<file path="config.mk">
export PLATFORM = sky130hd
export DESIGN_NAME = router_pkt_framer
export DESIGN_NICKNAME = d
export VERILOG_FILES = /design/src/rtl/router_pkg.sv /design/src/rtl/router_pkt_buf.sv /design/src/rtl/router_pkt_framer.sv
export SDC_FILE = /design/constraint.sdc
export NUM_CORES = 1
export LEC_CHECK = 0
export CAP_MARGIN = 20
export CORE_ASPECT_RATIO = 1.4
export CORE_MARGIN = 4
export CORE_UTILIZATION = 35
export CTS_CLUSTER_DIAMETER = 40
export DETAILED_ROUTE_END_ITERATION = 6
export PLACE_DENSITY = 0.49
export SLEW_MARGIN = 20
export SYNTH_ARGS = -nofsm -noshare
export SYNTH_HDL_FRONTEND = slang
export SYNTH_SLANG_ARGS = --single-unit
</file>
<file path="constraint.sdc">
create_clock -name clk -period 3.89 [get_ports clk]
set_clock_uncertainty 0.1 [all_clocks]
set_input_delay 0.778 -clock clk [delete_from_list [all_inputs] [get_ports clk]]
set_output_delay 0.778 -clock clk [all_outputs]
set_load 0.01 [all_outputs]
</file>
<file path="src/rtl/router_pkg.sv">
// Shared types and constants for the router packet framer.
package router_pkg;

  localparam int NUM_PORTS = 3;
  localparam logic [1:0] INVALID_DEST = 2'd3;
  localparam int LEN_W = 6;
  localparam int DATA_W = 8;

  typedef enum logic [2:0] {
    ST_IDLE,
    ST_FILL,
    ST_HEADER,
    ST_PAYLOAD,
    ST_PARITY,
    ST_GAP
  } state_t;

  function automatic logic [DATA_W-1:0] pack_header(input logic [LEN_W-1:0] len,
                                                    input logic [1:0] dest);
    return {len, dest};
  endfunction

endpackage

</file>
<file path="src/rtl/router_pkt_buf.sv">
// Payload store: one synchronous write port, one combinational read port, no reset on storage.
module router_pkt_buf
  import router_pkg::*;
#(
  parameter int DEPTH = 63
) (
  input  logic              clk,
  input  logic              we,
  input  logic [LEN_W-1:0]  waddr,
  input  logic [DATA_W-1:0] wdata,
  input  logic [LEN_W-1:0]  raddr,
  output logic [DATA_W-1:0] rdata
);

  logic [DATA_W-1:0] mem_reg [DEPTH];

  always_ff @(posedge clk) begin
    if (we) mem_reg[waddr] <= wdata;
  end

  // The read pointer can sit one past the last entry once the final byte is out.
  assign rdata = (raddr < LEN_W'(DEPTH)) ? mem_reg[raddr] : '0;

endmodule

</file>
<file path="src/rtl/router_pkt_framer.sv">
// Buffers a whole payload, then frames it to the router as header, payload, parity.
module router_pkt_framer
  import router_pkg::*;
#(
  parameter int MAX_LEN  = 63,
  parameter int IDLE_GAP = 2
) (
  input  logic              clk,
  input  logic              resetn,
  input  logic              cmd_valid,
  input  logic [1:0]        cmd_dest,
  input  logic [LEN_W-1:0]  cmd_len,
  output logic              cmd_ready,
  output logic              cmd_err,
  input  logic              s_valid,
  input  logic [DATA_W-1:0] s_data,
  output logic              s_ready,
  input  logic              busy,
  output logic              packet_valid,
  output logic [DATA_W-1:0] pkt_data,
  output logic              pkt_done,
  output logic              tx_active
);

  localparam int GAP_W = (IDLE_GAP > 1) ? $clog2(IDLE_GAP) : 1;

  state_t            state_reg;
  logic [1:0]        dest_reg;
  logic [LEN_W-1:0]  len_reg;
  logic [LEN_W-1:0]  wr_ptr_reg;
  logic [LEN_W-1:0]  rd_ptr_reg;
  logic [DATA_W-1:0] parity_reg;
  logic [GAP_W-1:0]  gap_cnt_reg;
  logic              packet_valid_reg;
  logic [DATA_W-1:0] pkt_data_reg;
  logic              cmd_err_reg;
  logic              pkt_done_reg;
  logic [DATA_W-1:0] buf_rdata;
  logic              buf_we;

  assign buf_we = (state_reg == ST_FILL) && s_valid;

  router_pkt_buf #(.DEPTH(MAX_LEN)) u_buf (
    .clk   (clk),
    .we    (buf_we),
    .waddr (wr_ptr_reg),
    .wdata (s_data),
    .raddr (rd_ptr_reg),
    .rdata (buf_rdata)
  );

  always_ff @(posedge clk or negedge resetn) begin
    if (!resetn) begin
      state_reg        <= ST_IDLE;
      dest_reg         <= '0;
      len_reg          <= '0;
      wr_ptr_reg       <= '0;
      rd_ptr_reg       <= '0;
      parity_reg       <= '0;
      gap_cnt_reg      <= '0;
      packet_valid_reg <= 1'b0;
      pkt_data_reg     <= '0;
      cmd_err_reg      <= 1'b0;
      pkt_done_reg     <= 1'b0;
    end else begin
      cmd_err_reg  <= 1'b0;
      pkt_done_reg <= 1'b0;
      case (state_reg)
        ST_IDLE: begin
          if (cmd_valid) begin
            if (cmd_dest == INVALID_DEST || cmd_len == '0 || cmd_len > LEN_W'(MAX_LEN)) begin
              cmd_err_reg <= 1'b1;
            end else begin
              dest_reg   <= cmd_dest;
              len_reg    <= cmd_len;
              parity_reg <= pack_header(cmd_len, cmd_dest);
              wr_ptr_reg <= '0;
              state_reg  <= ST_FILL;
            end
          end
        end
        ST_FILL: begin
          if (s_valid) begin
            wr_ptr_reg <= wr_ptr_reg + 1'b1;
            parity_reg <= parity_reg ^ s_data;
            if (wr_ptr_reg == len_reg - 1'b1) begin
              state_reg        <= ST_HEADER;
              packet_valid_reg <= 1'b1;
              pkt_data_reg     <= pack_header(len_reg, dest_reg);
              rd_ptr_reg       <= '0;
            end
          end
        end
        ST_HEADER: begin
          if (!busy) begin
            pkt_data_reg <= buf_rdata;
            rd_ptr_reg   <= rd_ptr_reg + 1'b1;
            state_reg    <= ST_PAYLOAD;
          end
        end
        ST_PAYLOAD: begin
          // rd_ptr_reg counts bytes already presented; reaching len means the last one was just taken.
          if (!busy) begin
            if (rd_ptr_reg == len_reg) begin
              state_reg        <= ST_PARITY;
              packet_valid_reg <= 1'b0;
              pkt_data_reg     <= parity_reg;
            end else begin
              pkt_data_reg <= buf_rdata;
              rd_ptr_reg   <= rd_ptr_reg + 1'b1;
            end
          end
        end
        ST_PARITY: begin
          if (!busy) begin
            pkt_done_reg <= 1'b1;
            pkt_data_reg <= '0;
            gap_cnt_reg  <= '0;
            state_reg    <= ST_GAP;
          end
        end
        ST_GAP: begin
          if (gap_cnt_reg == GAP_W'(IDLE_GAP - 1)) state_reg <= ST_IDLE;
          else gap_cnt_reg <= gap_cnt_reg + 1'b1;
        end
        default: state_reg <= ST_IDLE;
      endcase
    end
  end

  assign cmd_ready    = (state_reg == ST_IDLE);
  assign s_ready      = (state_reg == ST_FILL);
  assign tx_active    = (state_reg != ST_IDLE);
  assign packet_valid = packet_valid_reg;
  assign pkt_data     = pkt_data_reg;
  assign cmd_err      = cmd_err_reg;
  assign pkt_done     = pkt_done_reg;

endmodule

</file>
* After elaboration in Yosys (flattened, before gate mapping)
Memories as Yosys holds them, arrays and structs flattened.
Cells that the tools add are included.
** Operators by class
- Add/sub/neg operators :: 4
- $mul :: 0
- Div/mod/pow operators :: 0
- $lt $le $gt $ge :: 2
- Eq/ne operators :: 18
- Shift-type cells :: 0
- Mux-type cells :: 47
- Bitwise operators :: 2
- Reduce and logical (&&, ||, !) cells :: 18
** Operators by type and width (number)
- $mux 8 :: 10
- $mux 6 :: 8
- $pmux 8 s4 :: 1
- $mux 3 :: 9
- $ne 2x2->1 const B :: 9
- $pmux 3 s6 :: 1
- $pmux 6 s3 :: 1
- $pmux 8 s2 :: 1
- $mux 1 :: 13
- $add 6x1->6 const B :: 2
- $eq 6x6->1 :: 2
- $pmux 6 s2 :: 1
- $reduce_and 6->1 :: 2
- $reduce_and 9->1 :: 1
- $xor 8x8->8 :: 1
- $eq 3x2->1 const B :: 2
- $eq 3x3->1 const B :: 2
- $gt 6x6->1 const B :: 1
- $logic_not 6->1 :: 1
- $lt 6x6->1 const B :: 1
- $reduce_bool 2->1 :: 3
- $reduce_bool 3->1 :: 2
- $sub 6x1->6 const B :: 1
- $reduce_and 5->1 :: 1
- other kinds (13) :: 15
** Storage, ports and cells
- Flip-flop bits (word level) :: 43
- Bits in latches :: 0
- RAM bits :: 504
- Memory bits (read-only) :: 0
- Output and inout bits :: 14
- Word-level logic and storage cells :: 103
- Memories :: 1
** Memories
- u_buf.mem_reg :: depth 63, bits a word 8, read ports 1, clocked after Yosys merged registers in 0, write ports 1, RTL line router_pkt_buf.sv:15 : logic [DATA_W-1:0] mem_reg [DEPTH];

* Longest topological paths before layout
- Word-level depth :: 6
- Mapped depth :: 12

* Modules after synthesis
Synthesis repeated with hierarchy kept, for this count alone.
** Unflattened totals
- Cells, all modules :: 1240
- Area, all modules :: 22161.3 µm²
** Modules (own cells, without submodules)
- router_pkt_buf :: instances 1, cells an instance 991, area an instance 19789.0 µm², sequential area each 15134.5 µm²
- router_pkt_framer :: instances 1, cells an instance 249, area an instance 2372.3 µm², sequential area each 1076.0 µm²

* Worst setup path before layout
OpenSTA, ideal clock, no wires.
- Path kind :: reg-to-output
- From :: reg state_reg[2]
- To :: out s_ready
- Arrival time :: 1.732 ns
- Path slack :: 1.280 ns
- Cell stages (with the launch flop) :: 6
- Buffers on the path :: 4
- Cells stage by stage :: dfrtp_1 > clkbuf_1 > nor3b_1 > clkbuf_1 > clkbuf_1 > clkbuf_1
** On the way
- Cells in the longest elaborated chain, start to end :: 1
** Ends and longest elaborated chain
- from (decl) :: RTL line router_pkt_framer.sv:27 : state_t state_reg;
- from (signal assigned) :: RTL line router_pkt_framer.sv:54 : state_reg <= ST_IDLE;
- from (signal assigned) :: RTL line router_pkt_framer.sv:78 : state_reg <= ST_FILL;
- from (signal assigned) :: RTL line router_pkt_framer.sv:87 : state_reg <= ST_HEADER;
- $eq 3x1->1 :: RTL line router_pkt_framer.sv:132 : assign s_ready = (state_reg == ST_FILL);
- to (decl) :: RTL line router_pkt_framer.sv:17 : output logic s_ready,
No other way between the ends.

* Worst setup path in the final report
- From :: reg rd_ptr_reg[0]
- To :: reg pkt_data_reg[3] (netlist: pkt_data[3])
** On the way
- Cells in the longest elaborated chain, start to end :: 5
- Elaborated cells on any way between the ends :: 8
** Ends and longest elaborated chain
- from (decl) :: RTL line router_pkt_framer.sv:31 : logic [LEN_W-1:0] rd_ptr_reg;
- from (signal assigned) :: RTL line router_pkt_framer.sv:97 : rd_ptr_reg <= rd_ptr_reg + 1'b1;
- from (signal assigned) :: RTL line router_pkt_framer.sv:110 : rd_ptr_reg <= rd_ptr_reg + 1'b1;
- $mem_v2 63x8 / $lt 6x6->1 (equally long branches)
- $mux 8 :: RTL line router_pkt_buf.sv:22 : assign rdata = (raddr < LEN_W'(DEPTH)) ? mem_reg[raddr] : '0;
- $mux 8 :: RTL line router_pkt_framer.sv:104 : if (rd_ptr_reg == len_reg) begin
- $mux 8 :: RTL line router_pkt_framer.sv:103 : if (!busy) begin
- $pmux 8 s4 * :: RTL line router_pkt_framer.sv:68 : case (state_reg)
- to (signal assigned) :: RTL line router_pkt_framer.sv:89 : pkt_data_reg <= pack_header(len_reg, dest_reg);
- to (signal assigned) :: RTL line router_pkt_framer.sv:107 : pkt_data_reg <= parity_reg;
- to (signal assigned) :: RTL line router_pkt_framer.sv:109 : pkt_data_reg <= buf_rdata;
- to (decl) :: RTL line router_pkt_framer.sv:35 : logic [DATA_W-1:0] pkt_data_reg;
Mark *: on every way between the ends. The rest lies on a longest branch, timed or not. The select of a mux whose other input is x is not followed.
A chain may end at the register's enable or synchronous reset.

==> flow_summary.yaml <==
outcome:
  run_status: "complete, no violations"
cells_and_area:
  layout-drive-gt1-share: 0.257
  filler_cell_count: 5671
  final_area_mm2: 0.0265
  syn_to_final_growth_pct: 18.4
  finalNonFillerCells: 2347
  number_of_flip_flops_under_the_largest_register_name: 504
  final_nets: 1487
  insertedDiodeCount: 0
critical_path:
  crit_path_max_fanout: 25
  cp_slowest_cell: "dfrtp_4"
  crit_buf_inv: 2
  critical_path_cell_count: 8
  critPathLaunchType: "flop"
  reg2reg_slack_ns: 0.66
  cpLargestDelayFamily: "multiplexers"
  regToRegEndpoint: "pkt_data[3]$_DFFE_PN0P_"
  timing.critical_path.to_type: "flop"
  worstSetupPathType: "flop to flop"
  crit_path_max_incr_delay_ns: 0.75
  worst_setup_path_endpoint: "pkt_data[3]$_DFFE_PN0P_"
  worstRegToRegCells: 8
  setup.worst_path.start: "rd_ptr_reg[0]$_DFFE_PN0P_"
  worst_ep_required_time_ns: 4.31
  timing.critical_path.cells: "buf_12 > mux4_2 > mux2i_1 > nor2_1 > nor4bb_1 > buf_4 > o32ai_1 > a22o_1"
  crit_arrival_ns: 3.65
  worst_r2r_startpoint: "rd_ptr_reg[0]$_DFFE_PN0P_"
drt:
  detailedRoute.firstIterationViolations: 1178
  dr.pass1.iters: 5
  wl_met3_mm: 2.69
  count_of_antenna_violating_nets_left_after_detailed_routing: 0
  drt-total-wl_mm: 62.3
  topRoutingLayerUsed: "met4"
  dr_wl_met2_mm: 32.3
  vias_per_cell: 5.34
  drt-met1-wl_mm: 25.4
  vias: 12500
  routed_wire_length_per_instance_um: 26.5
  drt_drc_violations_left: 0
synthesis:
  syn-instance-count: 1295
  synthDistinctLibCells: 71
  synth_fp_nets: 1319
  synth_top_area_cell: "edfxtp_1"
  synth_enable_flop_cells: 504
  yosys-top-cells-count: "edfxtp_1 (504), nor2_1 (105), mux4_2 (90)"
  mean_instance_size_in_the_synthesized_netlist_um2: 17.3
  primary_ff_master_synth: "edfxtp_1"
  ys_seq_area_frac: 0.723
  yosysMostFrequentCell: "edfxtp_1"
  post_synth_main_area_contributors: "edfxtp_1 (67%), mux4_2 (9.0%), dfrtp_1 (4.8%), mux2i_1 (2.6%), nor2_1 (1.8%)"
  syn_area_mm2: 0.0224
  postSynth.asyncResetShare: 0.0786
  number_of_synthesized_register_bits: 547
  synth_top_cell_area_share: 0.675
  yosysWarnings: 0
floorplanning:
  core_area_mm2: 0.0633
  floorplan.initialDensity: 0.354
  io_pins: 35
  die-width_um: 222
  die_area_mm2: 0.0682
  die_height_um: 307
  number_of_placement_rows: 109
timing:
  tns_ns: 0
  final.min_clock_period_ns: 3.23
  total_count_of_max_transition_violations_in_the_final_report: 0
  final-setup-viol-count: 0
  postLayoutSetupSlackWorst_ns: 0.660
  post-route-period-util: 0.830
  tightest_slew_ns: 1.07
  hold_viol_final: 0
  timing.slew.headroom: 0.284
  maxClockFrequency_mhz: 310
  unrepaired_setup_endpoints_after_global_routing: "no"
place:
  hpwlAfterDp_mm: 41.6
  placed_cells_incl_taps: 2232
  gp_congestion: 0.830
  place_area_mm2: 0.0245
  dpl_worst_slack_ns: 0.577
  placement.io_buffers: 34
clocking:
  clock_latency_ns: 0.63
  hold_buffers: 0
  htree_num_levels: 2
  cts-root-buf: "clkbuf_16"
  clock_tree_from_tritoncts: "built"
  clock_sink_count: 547
  post_cts.repair.setup_buffers: 0
  post_cts_resized: 0
  clockBufferDepth: 3
  clkTransAtPathRegs_ns: 0.06
  numCtsBuffers: 61
global_routing:
  vias_in_the_first_global_route: 12900
  globalRouteOverflowTotal: 0
  grt_max_degree: 49
  grtUsageTotal: 0.181
  grt_first_pass_wirelength_mm: 90.9
  antenna_found_initial: 0
power_and_ir_drop:
  cellLeakagePower_nw: 8.64
  power.density_mw_per_mm2: 637
  worst_ir_drop_vdd_mv: 0.375
min_path:
  min_path_type: "primary input to asynchronous set/reset pin"
job:
  max_cap_viol_count: 0
==> power breakdown <==
part	total, mW	switching, mW	internal, mW	leakage, nW
Clock	5.72	2.40	3.33	0.983
Sequential	7.20	0.452	6.75	5.06
Combinational	3.99	2.26	1.73	2.60
Total	16.9	5.11	11.8	8.64
==> logic make-up after synthesis <==
kind of cell             after synthesis  synth area share
multiplexers                         175             0.130
buffers and inverters                 84            0.0192
XOR/XNOR                              17           0.00664
AND/OR/NAND/NOR                      294            0.0637
adder cells (fa/ha/maj)                3           0.00167
flip-flops                           547             0.723
AO/OA/AOI/OAI                        175            0.0561
==> per-stage QoR <==
step                      hold slack, ns  total power [mW]   util
after detailed placement           0.427              11.4  0.388
after global routing              0.0853              17.6  0.419
after CTS                          0.263              17.1  0.419
after floorplan                    0.346              9.75      -
final                             0.0543              16.9  0.419
after global placement             0.424              11.3  0.388
==> how the worst min path moves through the flow <==
stage	from	end	slack [ns]
floorplan	dest_reg[0]$_DFFE_PN0P_	dest_reg[0]$_DFFE_PN0P_	0.35
global placement	gap_cnt_reg$_DFFE_PN0P_	gap_cnt_reg$_DFFE_PN0P_	0.42
detailed placement	gap_cnt_reg$_DFFE_PN0P_	gap_cnt_reg$_DFFE_PN0P_	0.43
CTS	resetn	rd_ptr_reg[0]$_DFFE_PN0P_	0.26
global route	resetn	rd_ptr_reg[0]$_DFFE_PN0P_	0.09
finish	resetn	rd_ptr_reg[0]$_DFFE_PN0P_	0.05
==> layout make-up <==
cell class / instances / area (um2) / area share
flip-flops and latches: 547 / 16200 / 0.611
multi-input cells: 664 / 5790 / 0.218
clock buffers: 74 / 1620 / 0.0609
repair buffers: 176 / 1430 / 0.0537
well taps: 832 / 1040 / 0.0392
clock inverters: 41 / 400 / 0.0151
inverters: 13 / 48.8 / 0.00184
==> cells in the final DEF (no fill, tap or decap), types with 7 or more instances in the layout <==
cell type,instances
edfxtp_1,504
buf_4,138
nor2_1,105
mux4_2,90
nand2_1,64
clkbuf_16,63
mux2i_1,59
dfrtp_1,39
a21oi_1,31
nand2b_1,26
mux2_2,26
clkdlybuf4s50_1,25
o21ai_0,24
nand3_1,23
nor2b_1,18
clkinv_2,14
o22ai_1,13
inv_1,12
xor2_1,12
a211oi_1,11
a31oi_1,11
clkbuf_1,11
a221oi_1,10
nor4_1,9
o31ai_1,9
a22o_1,9
buf_2,8
o41ai_1,7
or2_2,7
o221ai_1,7
o211ai_1,7
==> routing by layer <==
layer | vias to the layer above | GRT usage
met4 | 0 | 0.0548
met2 | 330 | 0.322
met3 | 95 | 0.0250
li1 | 5517 | -
met1 | 6583 | 0.232
met5 | - | 0
Note: power is estimated with default switching activity, not from simulation.
